==> src/rtl/wave_pkg.sv <==
// Shared types and constants for the waveform phase generator.
// Optional dither (macro WAVE_DITHER_EN) uses the LFSR constants below.
package wave_pkg;

  localparam int unsigned ACC_W   = 24;
  localparam int unsigned ADDR_W  = 10;
  localparam int unsigned DIV_W   = 16;
  localparam int unsigned SEL_W   = 4;
  localparam int unsigned SEL_MAX = 10;
  localparam int unsigned LFSR_W  = 16;
  localparam int unsigned DITH_W  = ACC_W - ADDR_W;

  // x^16 + x^14 + x^13 + x^11 + 1, right-shifting Galois form
  localparam logic [LFSR_W-1:0] LFSR_SEED = 16'hACE1;
  localparam logic [LFSR_W-1:0] LFSR_TAPS = 16'hB400;

  typedef enum logic [1:0] {IDLE, RUN, PEND} phase_state_t;

  typedef struct packed {
    logic [ACC_W-1:0] fcw;
    logic [SEL_W-1:0] sel;
  } phase_cfg_t;

  function automatic logic [SEL_W-1:0] clamp_sel(input logic [SEL_W-1:0] sel);
    return (sel > SEL_W'(SEL_MAX)) ? SEL_W'(SEL_MAX) : sel;
  endfunction

  function automatic logic [LFSR_W-1:0] lfsr_next(input logic [LFSR_W-1:0] cur);
    return {1'b0, cur[LFSR_W-1:1]} ^ (cur[0] ? LFSR_TAPS : '0);
  endfunction

endpackage

==> src/rtl/wave_tick_div.sv <==
// Sample-tick divider: ticks once every (div+1) enabled cycles, div sampled live.
module wave_tick_div
  import wave_pkg::*;
(
  input  logic             clk,
  input  logic             rst_n,
  input  logic             en,
  input  logic [DIV_W-1:0] div,
  output logic             tick_c
);

  logic [DIV_W-1:0] cnt;

  // >= so a shrinking div never strands the counter above the new terminal
  assign tick_c = en && (cnt >= div);

  always_ff @(posedge clk or negedge rst_n) begin
    if (!rst_n) begin
      cnt <= '0;
    end else if (!en || tick_c) begin
      cnt <= '0;
    end else begin
      cnt <= cnt + DIV_W'(1);
    end
  end

endmodule

==> src/rtl/wave_phase_gen.sv <==
// NCO phase accumulator producing table address and duty select per sample tick;
// config changes are double-buffered to period boundaries. Macro WAVE_DITHER_EN adds LFSR address dither.
module wave_phase_gen
  import wave_pkg::*;
(
  input  logic              i_clk,
  input  logic              i_rst_n,
  input  logic              i_en,
  input  logic [ACC_W-1:0]  i_fcw,
  input  logic [DIV_W-1:0]  i_div,
  input  logic [SEL_W-1:0]  i_sel,
  input  logic              i_load,
  output logic [ADDR_W-1:0] o_addr,
  output logic [SEL_W-1:0]  o_sel,
  output logic              o_valid,
  output logic              o_wrap,
  output logic              o_pend
);

  phase_state_t      state, state_nxt;
  phase_cfg_t        cfg_act, cfg_shd, cfg_in_c;
  logic [ACC_W-1:0]  acc;
  logic              wrap_flag;
  logic              run_c, tick_c, carry_c, apply_c;
  logic [ACC_W:0]    sum_c;
  logic [ADDR_W-1:0] addr_c;

  assign run_c    = (state != IDLE) && i_en;
  assign cfg_in_c = phase_cfg_t'{fcw: i_fcw, sel: clamp_sel(i_sel)};
  assign sum_c    = {1'b0, acc} + {1'b0, cfg_act.fcw};
  assign carry_c  = sum_c[ACC_W];
  // a zero increment never carries, so pending config lands on the next tick instead
  assign apply_c  = (state == PEND) && tick_c && (carry_c || (cfg_act.fcw == '0));

  wave_tick_div u_tick_div (
    .clk    (i_clk),
    .rst_n  (i_rst_n),
    .en     (run_c),
    .div    (i_div),
    .tick_c (tick_c)
  );

`ifdef WAVE_DITHER_EN
  logic [LFSR_W-1:0] lfsr;
  logic [ACC_W:0]    dsum_c;
  logic [ACC_W-1:0]  dacc_c;

  assign dsum_c = {1'b0, acc} + (ACC_W+1)'(lfsr[DITH_W-1:0]);
  assign dacc_c = dsum_c[ACC_W] ? '1 : dsum_c[ACC_W-1:0];
  assign addr_c = dacc_c[ACC_W-1 -: ADDR_W];

  // restarts from the seed whenever the generator is (or is about to be) idle
  always_ff @(posedge i_clk or negedge i_rst_n) begin
    if (!i_rst_n) begin
      lfsr <= LFSR_SEED;
    end else if (!run_c) begin
      lfsr <= LFSR_SEED;
    end else if (tick_c) begin
      lfsr <= lfsr_next(lfsr);
    end
  end
`else
  assign addr_c = acc[ACC_W-1 -: ADDR_W];
`endif

  // FSM state register
  always_ff @(posedge i_clk or negedge i_rst_n) begin
    if (!i_rst_n) begin
      state <= IDLE;
    end else begin
      state <= state_nxt;
    end
  end

  // FSM next state; a load coinciding with an apply keeps us pending for the new shadows
  always_comb begin
    state_nxt = state;
    case (state)
      IDLE: if (i_en) state_nxt = RUN;
      RUN: begin
        if (!i_en)       state_nxt = IDLE;
        else if (i_load) state_nxt = PEND;
      end
      PEND: begin
        if (!i_en)                   state_nxt = IDLE;
        else if (apply_c && !i_load) state_nxt = RUN;
      end
      default: state_nxt = IDLE;
    endcase
  end

  // Accumulator, config registers and registered outputs
  always_ff @(posedge i_clk or negedge i_rst_n) begin
    if (!i_rst_n) begin
      acc       <= '0;
      wrap_flag <= 1'b0;
      cfg_act   <= '0;
      cfg_shd   <= '0;
      o_addr    <= '0;
      o_sel     <= '0;
      o_valid   <= 1'b0;
      o_wrap    <= 1'b0;
      o_pend    <= 1'b0;
    end else begin
      o_valid <= 1'b0;
      o_wrap  <= 1'b0;
      o_pend  <= (state_nxt == PEND);
      if (state == IDLE) begin
        acc       <= '0;
        wrap_flag <= 1'b1;
        if (i_load) cfg_act <= cfg_in_c;
      end else if (!i_en) begin
        acc       <= '0;
        o_addr    <= '0;
        wrap_flag <= 1'b1;
      end else begin
        if (tick_c) begin
          o_addr    <= addr_c;
          o_sel     <= cfg_act.sel;
          acc       <= sum_c[ACC_W-1:0];
          o_valid   <= 1'b1;
          o_wrap    <= wrap_flag;
          wrap_flag <= carry_c;
        end
        if (apply_c) cfg_act <= cfg_shd;
        if (i_load)  cfg_shd <= cfg_in_c;
      end
    end
  end

endmodule

==> config.mk <==
export PLATFORM = sky130hd
export DESIGN_NAME = wave_phase_gen
export DESIGN_NICKNAME = d
export VERILOG_FILES = /design/src/rtl/wave_pkg.sv /design/src/rtl/wave_tick_div.sv /design/src/rtl/wave_phase_gen.sv
export SDC_FILE = /design/constraint.sdc
export NUM_CORES = 1
export LEC_CHECK = 0
export CAP_MARGIN = 20
export CORE_ASPECT_RATIO = 1.75
export CORE_MARGIN = 2
export CORE_UTILIZATION = 30
export CTS_CLUSTER_DIAMETER = 50
export DETAILED_ROUTE_END_ITERATION = 10
export GPL_TIMING_DRIVEN = 0
export PLACE_DENSITY = 0.58
export SLEW_MARGIN = 20
export SYNTH_ARGS = -nofsm -noshare
export SYNTH_HDL_FRONTEND = slang
export SYNTH_SLANG_ARGS = --single-unit
==> constraint.sdc <==
create_clock -name i_clk -period 2.75 [get_ports i_clk]
set_input_delay 0.55 -clock i_clk [delete_from_list [all_inputs] [get_ports i_clk]]
set_output_delay 0.55 -clock i_clk [all_outputs]
set_load 0.05 [all_outputs]
==> results.txt <==
Die Footprint -> 22400 um2
Commonest non-fill, non-tap cells in the layout -> dfrtp_1, clkdlybuf4s50_1, nand2_1
Netlist Area Pre-Place -> 6340 um2
Violated checks -> setup timing
Fin cells -> 977
Final setup fails -> 28
Dominant synthesized flop cell -> dfrtp_1
H-tree Lvls -> 4
EDFF count, synth -> 0
N_diodes -> 0
Fill cells -> 1997
Routed wire length -> 16600 um
Initial Utilization -> 30.4%
CP startpoint kind -> register
Vias per cell -> 5.11
FMAX -> 0.338 GHz
Final GP Congestion -> 0.919
Worst-Margin Slew -> 0.768 ns
Area growth from synthesis to layout -> 33.3%
Static Leak -> 3.71 nW
Crit. End Element -> register
Status -> complete, but fails checks
CTS Sinks -> 116
1st-pass router iterations -> 4
DIE HEIGHT -> 196 um
RSZ-0062 raised after global routing -> true
Worst setup margin -> -0.205 ns
CP peak stage delay -> 0.43 ns
Rows -> 70
Post-Synth XOR/XNOR Area -> 4.14%
First-pass GRT wire length -> 26400 um
Wirelength per Cell -> 17.0 um
Tcrit/Tclk final -> 107%
Hold Violations, Final -> 0
Via count -> 4988
TritonCTS clock tree -> built
Clk slew on worst S/H paths -> 0.06 ns
DRT antenna net count -> 0
Placed Instances -> 918
Ys Warns -> 0
CP Data Arrival Time -> 3.26 ns
Post-synthesis register bit count -> 116
Syn_nets -> 691
Hold buffer count at cts -> 0
Largest family of logic cells by synthesized area -> compound AO/OA/AOI/OAI gates
Post-Place Setup Slack -> -1.10 ns
Syn Area/Cell -> 10.5 um2
Max-cap viol count -> 0
Fraction of registers with async set/reset -> 100%
Mux cell area share after synthesis -> 5.47%
CTS Root Cell -> clkbuf_16
Synthesized-area fraction occupied by and/or/nand/nor cells -> 15.6%
VDD IR max -> 0.332 mV
Synth Area in Adders -> 8.41%
Share of cells above drive strength 1 -> 19.6%
Post-synthesis sequential area ratio -> 45.8%
Overflow after GRT -> 0
CTS Buffer Depth -> 2
Clock Skew -> 0.0116 ns
Largest net degree at the start of global routing -> 61
Crit path required time -> 3.06 ns
IO Pins -> 65
IO buf count -> 64
CP max FO -> 10
Hpwl dp -> 11900 um
Slew headroom -> 48.8%
Critical path type -> reg -> reg
Setup TNS -> -5.04 ns
Die width -> 114 um
Pwr per Cell Area -> 603 nW/um2
Final Critical Period -> 2.95 ns
Worst min path class -> in -> async
Post-Synthesis Cells -> 601
Initial antenna violation count -> 0
Core area -> 20800 um2
Drt drc -> 0
Slowest stage cell, crit path -> dfrtp_1
Starting DRC count in detailed routing -> 197
Vias in the first global route -> 5232
Cts bufs inserted -> 17
Crit-path cells -> ha_1 -> o21ai_0 -> a211oi_2 -> nand4_1 -> a21oi_2 -> o41ai_4 -> o211ai_2 -> buf_4 -> a31o_4 -> buf_12 -> buf_8 -> o221a_1
Count of cell types in the netlist -> 56
Most common cell after layout, fill and taps aside -> dfrtp_1
Complex-gate fraction of the synthesized area -> 17.5%
Pins Over Slew Limit -> 0
Tot GR Track Use -> 15.3%
Clock latency at the later pin of the worst-skew pair -> 0.42 ns
Nets@finish -> 802
-- per-layer routing --
layer / vias up / part of all wire [%] / track usage [%]
met3: 27 / 3.2 / 3.21
met4: 0 / 3.8 / 7.95
met5: - / 0 / 0
li1: 2433 / - / -
met2: 103 / 55 / 28.7
met1: 2425 / 38 / 15.7
-- where the power goes --
group / switching, mW / internal (mW)
logic: 0.377 / 0.440
clock network: 0.849 / 1.34
registers: 0.172 / 1.91
-- synth_stat cells, types with 2 or more instances --
library cell,count,share of area (%)
nand2b_1,12,1.2
nor2_1,33,2.0
and4_1,2,0.28
nor4_1,7,0.69
buf_8,2,0.47
xnor2_1,12,1.7
xor2_1,18,2.5
a21o_1,14,1.7
and3_1,7,0.69
o21bai_1,3,0.36
dfrtp_1,116,46
o21a_1,4,0.47
a211oi_1,3,0.36
clkbuf_1,18,1.1
a21oi_1,37,2.9
a32o_1,2,0.32
inv_1,20,1.2
buf_2,2,0.16
mux2i_1,2,0.32
ha_1,41,8.1
o21ai_0,20,1.6
o221a_1,20,3.6
or2b_1,18,2.1
o211ai_1,2,0.24
nand4_1,8,0.79
mux2_2,29,5.2
nor3_1,8,0.63
nand3_1,19,1.5
a22o_1,14,1.9
o21ai_1,3,0.24
nor2b_1,4,0.39
a21oi_2,2,0.28
nand2_1,60,3.6
nor4b_1,3,0.41
a31oi_1,5,0.49
o221a_2,8,1.4
nand4b_1,3,0.41
a21o_2,2,0.28
-- flip-flops by register name, indices dropped and copies added, names as in the netlist, 2 cells and up --
name	flops
acc	24
cfg_act	28
cfg_shd	28
o_addr	10
o_sel	4
state	2
u_tick_div.cnt	16
-- timing repair --
| action | 4_1_cts | 5_1_grt |
|---|---|---|
| setup buffers | 21 | 5 |
| resized for setup | 41 | 26 |
| gates cloned | 3 | 0 |
| pin swaps | 9 | 15 |
| endpoints found under the setup margin | 87 | 71 |
-- cell families after synthesis --
group / Yosys count
adders and majority gates: 42
DFF: 116
buffers and inverters: 43
muxes: 31
xor gates and xnor gates: 30
and+or+nand+nor: 192
AOI/OAI and AO/OA: 147
-- final cells by class --
cell class / instances / area, um2 / share of cell area, %
multi-input combinational: 442 / 3430 / 40.6
inverter: 20 / 75.1 / 0.888
sequential: 116 / 2900 / 34.4
tap: 252 / 315 / 3.73
clock inverter: 14 / 155 / 1.84
clock buffer: 18 / 429 / 5.08
timing repair buffer: 93 / 968 / 11.5
buffer: 22 / 175 / 2.07
-- worst max-delay path, delay by kind of cell, from the launching register on --
kind | cells | cell delay [ns]
DFF | 1 | 0.43
buffers and inverters | 3 | 0.45
adders and majority gates | 1 | 0.40
AOI/OAI and AO/OA | 7 | 1.42
and+or+nand+nor | 1 | 0.13
-- path summary, 6_finish.rpt --
kind	end	slack [ns]	from	cells after the start
worst max-delay path	cfg_act[26]	-0.20	cfg_act[16]	12
worst min-delay path	cfg_shd[7]	0.09	i_rst_n	1
worst max register to register	cfg_act[26]	-0.20	cfg_act[16]	12
worst min register to register	wrap_flag	0.49	wrap_flag	1
max in group asynchronous	cfg_shd[3]	1.97	i_rst_n	2
min in group i_clk	wrap_flag	0.49	wrap_flag	1
-- per-stage QoR --
stage	hold WS [ns]	power, mW	utilization [%]	instance area (um2)
after global routing	0.132	5.31	40.6	8450
after detailed placement	0.481	2.84	35.1	7320
after global placement	0.464	2.81	35.0	7300
final	0.0866	5.09	40.6	8450
after floorplan	0.254	2.55	-	6340
after CTS	0.117	5.12	40.0	8330
Note: power is estimated with default switching activity, not from simulation.
